<file path="src/rtl/rotsq_pkg.sv">
// rtl/rotsq_pkg.sv - shared types, display constants and digit decode for the rotating square
package rotsq_pkg;

    typedef enum logic [2:0] {P0, P1, P2, P3, P4, P5, P6, P7} pos_t;

    localparam logic [7:0] SSEG_UPPER = 8'h9C;
    localparam logic [7:0] SSEG_LOWER = 8'hA3;
    localparam logic [3:0] AN_HI_OFF  = 4'b1111;

    // Upper square walks digits 3->0, lower square walks back 0->3.
    function automatic logic [3:0] an_of(input pos_t p);
        logic [3:0] mask;
        case (p)
            P0, P7:  mask = 4'b0111;
            P1, P6:  mask = 4'b1011;
            P2, P5:  mask = 4'b1101;
            default: mask = 4'b1110;
        endcase
        return mask;
    endfunction

    function automatic logic [7:0] sseg_of(input pos_t p);
        return p[2] ? SSEG_LOWER : SSEG_UPPER;
    endfunction

endpackage

</file>
<file path="src/rtl/rotsq_sequencer_if.sv">
// rtl/rotsq_sequencer_if.sv - control inputs and display outputs of the rotating-square sequencer
interface rotsq_sequencer_if;
    logic       en;
    logic       direction;
    logic       step;
    logic [7:0] an;
    logic [7:0] sseg;
    logic [2:0] pos;
    logic       lap;

    modport master (
        output en, direction, step,
        input  an, sseg, pos, lap
    );

    modport slave (
        input  en, direction, step,
        output an, sseg, pos, lap
    );
endinterface

</file>
<file path="src/rtl/rotsq_sequencer_tick_gen.sv">
// rtl/rotsq_sequencer_tick_gen.sv - free-running prescaler, one tick every 2**N enabled cycles
module tick_gen #(
    parameter int N = 28
) (
    input  logic clk,
    input  logic rst,
    input  logic en,
    output logic tick
);

    logic [N-1:0] cnt;

    always_ff @(posedge clk) begin
        if (rst) begin
            cnt <= '0;
        end else if (en) begin
            cnt <= cnt + 1'b1;
        end
    end

    assign tick = en && (cnt == {N{1'b1}});

endmodule

</file>
<file path="src/rtl/rotsq_sequencer.sv">
// rtl/rotsq_sequencer.sv - position machine, direction sampling and registered display decode
module rotsq_sequencer
    import rotsq_pkg::*;
#(
    parameter int N = 28
) (
    input  logic              clk,
    input  logic              rst,
    rotsq_sequencer_if.slave  bus
);

    pos_t       state;
    pos_t       state_nxt;
    logic       tick;
    logic       adv;
    logic       wrap;
    logic [7:0] an_q;
    logic [7:0] sseg_q;
    logic       lap_q;

    tick_gen #(.N(N)) u_tick_gen (
        .clk  (clk),
        .rst  (rst),
        .en   (bus.en),
        .tick (tick)
    );

    // A tick and a step landing together still make only one move.
    assign adv = tick | bus.step;

    always_comb begin
        state_nxt = state;
        wrap      = 1'b0;
        if (adv) begin
            if (bus.direction) begin
                state_nxt = pos_t'(state + 3'd1);
                wrap      = (state == P7);
            end else begin
                state_nxt = pos_t'(state - 3'd1);
                wrap      = (state == P0);
            end
        end
    end

    // Outputs decode next-pos so the display moves on the same edge as pos.
    always_ff @(posedge clk) begin
        if (rst) begin
            state  <= P0;
            an_q   <= {AN_HI_OFF, an_of(P0)};
            sseg_q <= SSEG_UPPER;
            lap_q  <= 1'b0;
        end else begin
            state  <= state_nxt;
            an_q   <= {AN_HI_OFF, an_of(state_nxt)};
            sseg_q <= sseg_of(state_nxt);
            lap_q  <= adv && wrap;
        end
    end

    assign bus.an   = an_q;
    assign bus.sseg = sseg_q;
    assign bus.pos  = state;
    assign bus.lap  = lap_q;

endmodule

</file>
<file path="src/flat_wrapper.sv">
// flat-port wrapper written by rule: the top's interface ports become plain ports
module rotsq_sequencer_flat import rotsq_pkg::*;
#(
    parameter int N = 28
)
  (clk, rst, bus_en, bus_direction, bus_step, bus_an, bus_sseg, bus_pos, bus_lap);
  rotsq_sequencer_if bus_i ();
  input  logic clk;
  input  logic rst;
  input wire logic [$bits(bus_i.en)-1:0] bus_en;
  input wire logic [$bits(bus_i.direction)-1:0] bus_direction;
  input wire logic [$bits(bus_i.step)-1:0] bus_step;
  output wire logic [$bits(bus_i.an)-1:0] bus_an;
  output wire logic [$bits(bus_i.sseg)-1:0] bus_sseg;
  output wire logic [$bits(bus_i.pos)-1:0] bus_pos;
  output wire logic [$bits(bus_i.lap)-1:0] bus_lap;
  assign bus_i.en = bus_en;
  assign bus_i.direction = bus_direction;
  assign bus_i.step = bus_step;
  assign bus_an = bus_i.an;
  assign bus_sseg = bus_i.sseg;
  assign bus_pos = bus_i.pos;
  assign bus_lap = bus_i.lap;
  rotsq_sequencer #(.N(N)) u_core (.clk(clk), .rst(rst), .bus(bus_i));
endmodule
</file>
<file path="config.mk">
export PLATFORM = sky130hd
export DESIGN_NAME = rotsq_sequencer_flat
export DESIGN_NICKNAME = d
export VERILOG_FILES = /design/src/rtl/rotsq_pkg.sv /design/src/rtl/rotsq_sequencer_if.sv /design/src/rtl/rotsq_sequencer_tick_gen.sv /design/src/rtl/rotsq_sequencer.sv /design/src/flat_wrapper.sv
export SDC_FILE = /design/constraint.sdc
export NUM_CORES = 1
export LEC_CHECK = 0
export ABC_AREA = 1
export CAP_MARGIN = 20
export CORE_MARGIN = 2
export CORE_UTILIZATION = 55
export DETAILED_ROUTE_END_ITERATION = 10
export GPL_ROUTABILITY_DRIVEN = 0
export PLACE_DENSITY = 0.78
export SETUP_SLACK_MARGIN = 0.15
export SLEW_MARGIN = 20
export SYNTH_ARGS = -nofsm -noshare
export SYNTH_HDL_FRONTEND = slang
export SYNTH_HIERARCHICAL = 1
export SYNTH_SLANG_ARGS = --single-unit
</file>
<file path="constraint.sdc">
create_clock -name clk -period 2.64 [get_ports clk]
set_input_delay 0.66 -clock clk [delete_from_list [all_inputs] [get_ports clk]]
set_output_delay 0.66 -clock clk [all_outputs]
set_load 0.005 [all_outputs]
</file>
==> impl_metrics.py <==
metrics = {
    "critical_path": {
        "cp.required_ps": 2800,
        "worstPathArrival_ps": 2430,
        "r2r_setup_slack_ps": 410,
        "endpoint_kind": "register",
        "start_kind": "input port",
        "crit_fanout": 3,
        "critPathKind": "input port to register",
    },
    "timing": {
        "fmax_mhz": 440,
        "period_share_pct": 86.1,
        "period_needed_ps": 2270,
        "drv_slew": 0,
        "rsz0062_at_grt": "no",
        "fin_worst_skew_ps": 7.17,
        "finalHoldViolCount": 0,
        "fin_setup_tns_ps": 0,
        "setup_violations": 0,
    },
    "clock_tree": {
        "postCtsSetupBuffers": 0,
        "cts_buffers": 5,
        "cts_buffer_depth": 2,
        "cts_num_sinks": 37,
        "cts-root-buf": "clkbuf_8",
        "insertion_delay_ps": 280,
        "htreeDepth": 2,
        "cts_tree": "done",
        "clkSlewWorstSetupHoldPaths_ps": 60,
    },
    "placement": {
        "place_area_mm2": 0.00229,
        "place_hpwl_um": 3040,
        "numPortBuffers": 18,
    },
    "logic_synthesis": {
        "netlist_top_cells_count": "60 x nand2_1, 47 x nor2_1, 40 x inv_1",
        "synth_most_common_cell": "nand2_1",
        "synth_seq_area_share_pct": 36.3,
        "synthesis.instances": 297,
        "synthTopCellsByArea": "dfxtp_1 36%, nand2_1 11%, nor2_1 8.7%",
        "synth.cell_area_mm2": 0.00204,
        "netlist.top_cell.by_area": "dfxtp_1",
        "avgSynthCellArea_um2": 6.86,
        "synth-async-reset-ratio_pct": 0,
        "synth_edf_count": 0,
        "yosys_most_used_dff": "dfxtp_1",
        "yosysTopAreaCellShare_pct": 36.3,
        "synth_cell_types": 28,
        "yosysWarnings": 6,
        "synth_seq_cells": 37,
    },
    "global_route": {
        "grt_pass1_vias": 1712,
        "grt_util_all_layers_pct": 21.6,
        "grt_pass1_wl_um": 7070,
        "grt_max_degree": 19,
        "grt-ovfl-total": 0,
        "antenna_found_initial": 0,
    },
    "route": {
        "drt-total-wl_um": 4010,
        "post-route-drc-count": 0,
        "drtPass1Iterations": 4,
        "post_drt_wl_per_cell_um": 10.8,
        "drtIter0Drc": 92,
        "ant_nets": 0,
        "num_vias": 1813,
        "via_per_inst": 4.86,
    },
    "hold_path": {
        "hp-class": "register to register",
    },
    "layout": {
        "diodes": 0,
        "drive_gt1_share_pct": 12.3,
        "fillerInstances": 323,
        "areaGrowthSynthToFinish_pct": 17.2,
        "final_net_count": 336,
        "design_area_mm2": 0.00239,
    },
    "floorplan": {
        "fp.dieW_um": 64.9,
        "pin_count": 25,
        "start_util_pct": 56.5,
        "chipHeight_um": 64.9,
        "core_mm2": 0.00361,
        "dieArea_mm2": 0.00421,
        "num_rows": 22,
    },
    "job": {
        "drv_cap": 0,
    },
    "power_and_ir_drop": {
        "p_leak_nw": 1.03,
        "powerDensity_mw_per_mm2": 494,
        "ir_worst_vdd_v": 0.000309,
    },
    "status": {
        "status": "complete, no violations",
    },
}
state kept, by name (all words and copies together), names as in the netlist:
name,flops
u_core/bus.pos,2
u_core/bus.sseg,2
u_core/bus.an,4
u_core/bus.lap,1
u_core/u_tick_gen/cnt,28
layout make-up:
class                           instances  area (um^2)  share of cell area [%]
Clock buffer                            7         86.3                    3.61
Tap cell                               48         60.1                    2.51
Sequential cell                        37          741                    31.0
Inverter                               41          154                    6.44
Timing Repair Buffer                   30          265                    11.1
Multi-Input combinational cell        210         1080                    45.3
cell usage in the layout, fill, tap and decap left out, types with 6 or more instances in the layout:
master,Yosys,layout
clkdlybuf4s50_1,0,17
dfxtp_1,37,37
nand3_1,25,25
nand2_1,60,60
inv_1,40,40
nor2_2,4,6
o21ai_0,8,7
a21oi_1,19,19
nor2_1,47,45
buf_4,11,12
clkbuf_8,0,6
nand4_1,6,6
conb_1,2,6
routing by layer:
metal	share of wire, %	vias up	GRT usage (%)
met5	0	-	0
met4	1.1	0	6.12
met3	2.8	7	5.73
met2	50	29	40.1
met1	46	806	24.0
li1	-	971	-
power breakdown:
part	internal, mW	switching [mW]
sequential	0.579	0.00981
combinational	0.103	0.0982
clock	0.207	0.182
total	0.889	0.290
final timing paths:
check	start	end	cells after the start
setup / recovery	bus_direction	u_core/bus.an[1]$_SDFF_PP1_	8
hold / removal	u_core/u_tick_gen/cnt[11]$_SDFFE_PP0P_	u_core/u_tick_gen/cnt[11]$_SDFFE_PP0P_	1
setup reg to reg	u_core/u_tick_gen/cnt[12]$_SDFFE_PP0P_	u_core/bus.an[1]$_SDFF_PP1_	13
hold reg to reg	u_core/u_tick_gen/cnt[11]$_SDFFE_PP0P_	u_core/u_tick_gen/cnt[11]$_SDFFE_PP0P_	1
per-stage QoR:
stage	cells	power, mW	hold WS, ps	utilization (%)	worst slack, ps
after detailed placement	366	0.803	481	63.6	-314
after global routing	373	1.24	520	66.2	187
after CTS	373	1.20	501	66.2	195
final	373	1.18	496	66.2	368
after floorplan	301	0.720	443	-	176
after global placement	366	0.798	475	63.6	-258
critical path: stages:
cell and delay [ps]:
clkdlybuf4s50_1 450, fa_1 500, o21ai_1 180, inv_1 100, ha_1 190, nand3b_1 180
nand2_2 100, nand4_1 80
cells by family (layout without fill, tap and decap cells):
family | Yosys count | in the layout | share of synthesized area [%]
AO/OA/AOI/OAI | 31 | 31 | 8.04
XOR/XNOR | 4 | 4 | 1.72
adder cells (fa/ha/maj) | 6 | 6 | 4.05
buffers and inverters | 54 | 78 | 12.0
flip-flops | 37 | 37 | 36.3
other | 2 | 6 | 0.368
AND/OR/NAND/NOR | 163 | 163 | 37.5
timing repair:
item,CTS,global route
gates resized for setup,3,4
hold buffers,0,0
endpoints found under the setup margin,4,4
pin swaps,1,2
gates cloned,0,0
Note: power is estimated with default switching activity, not from simulation.
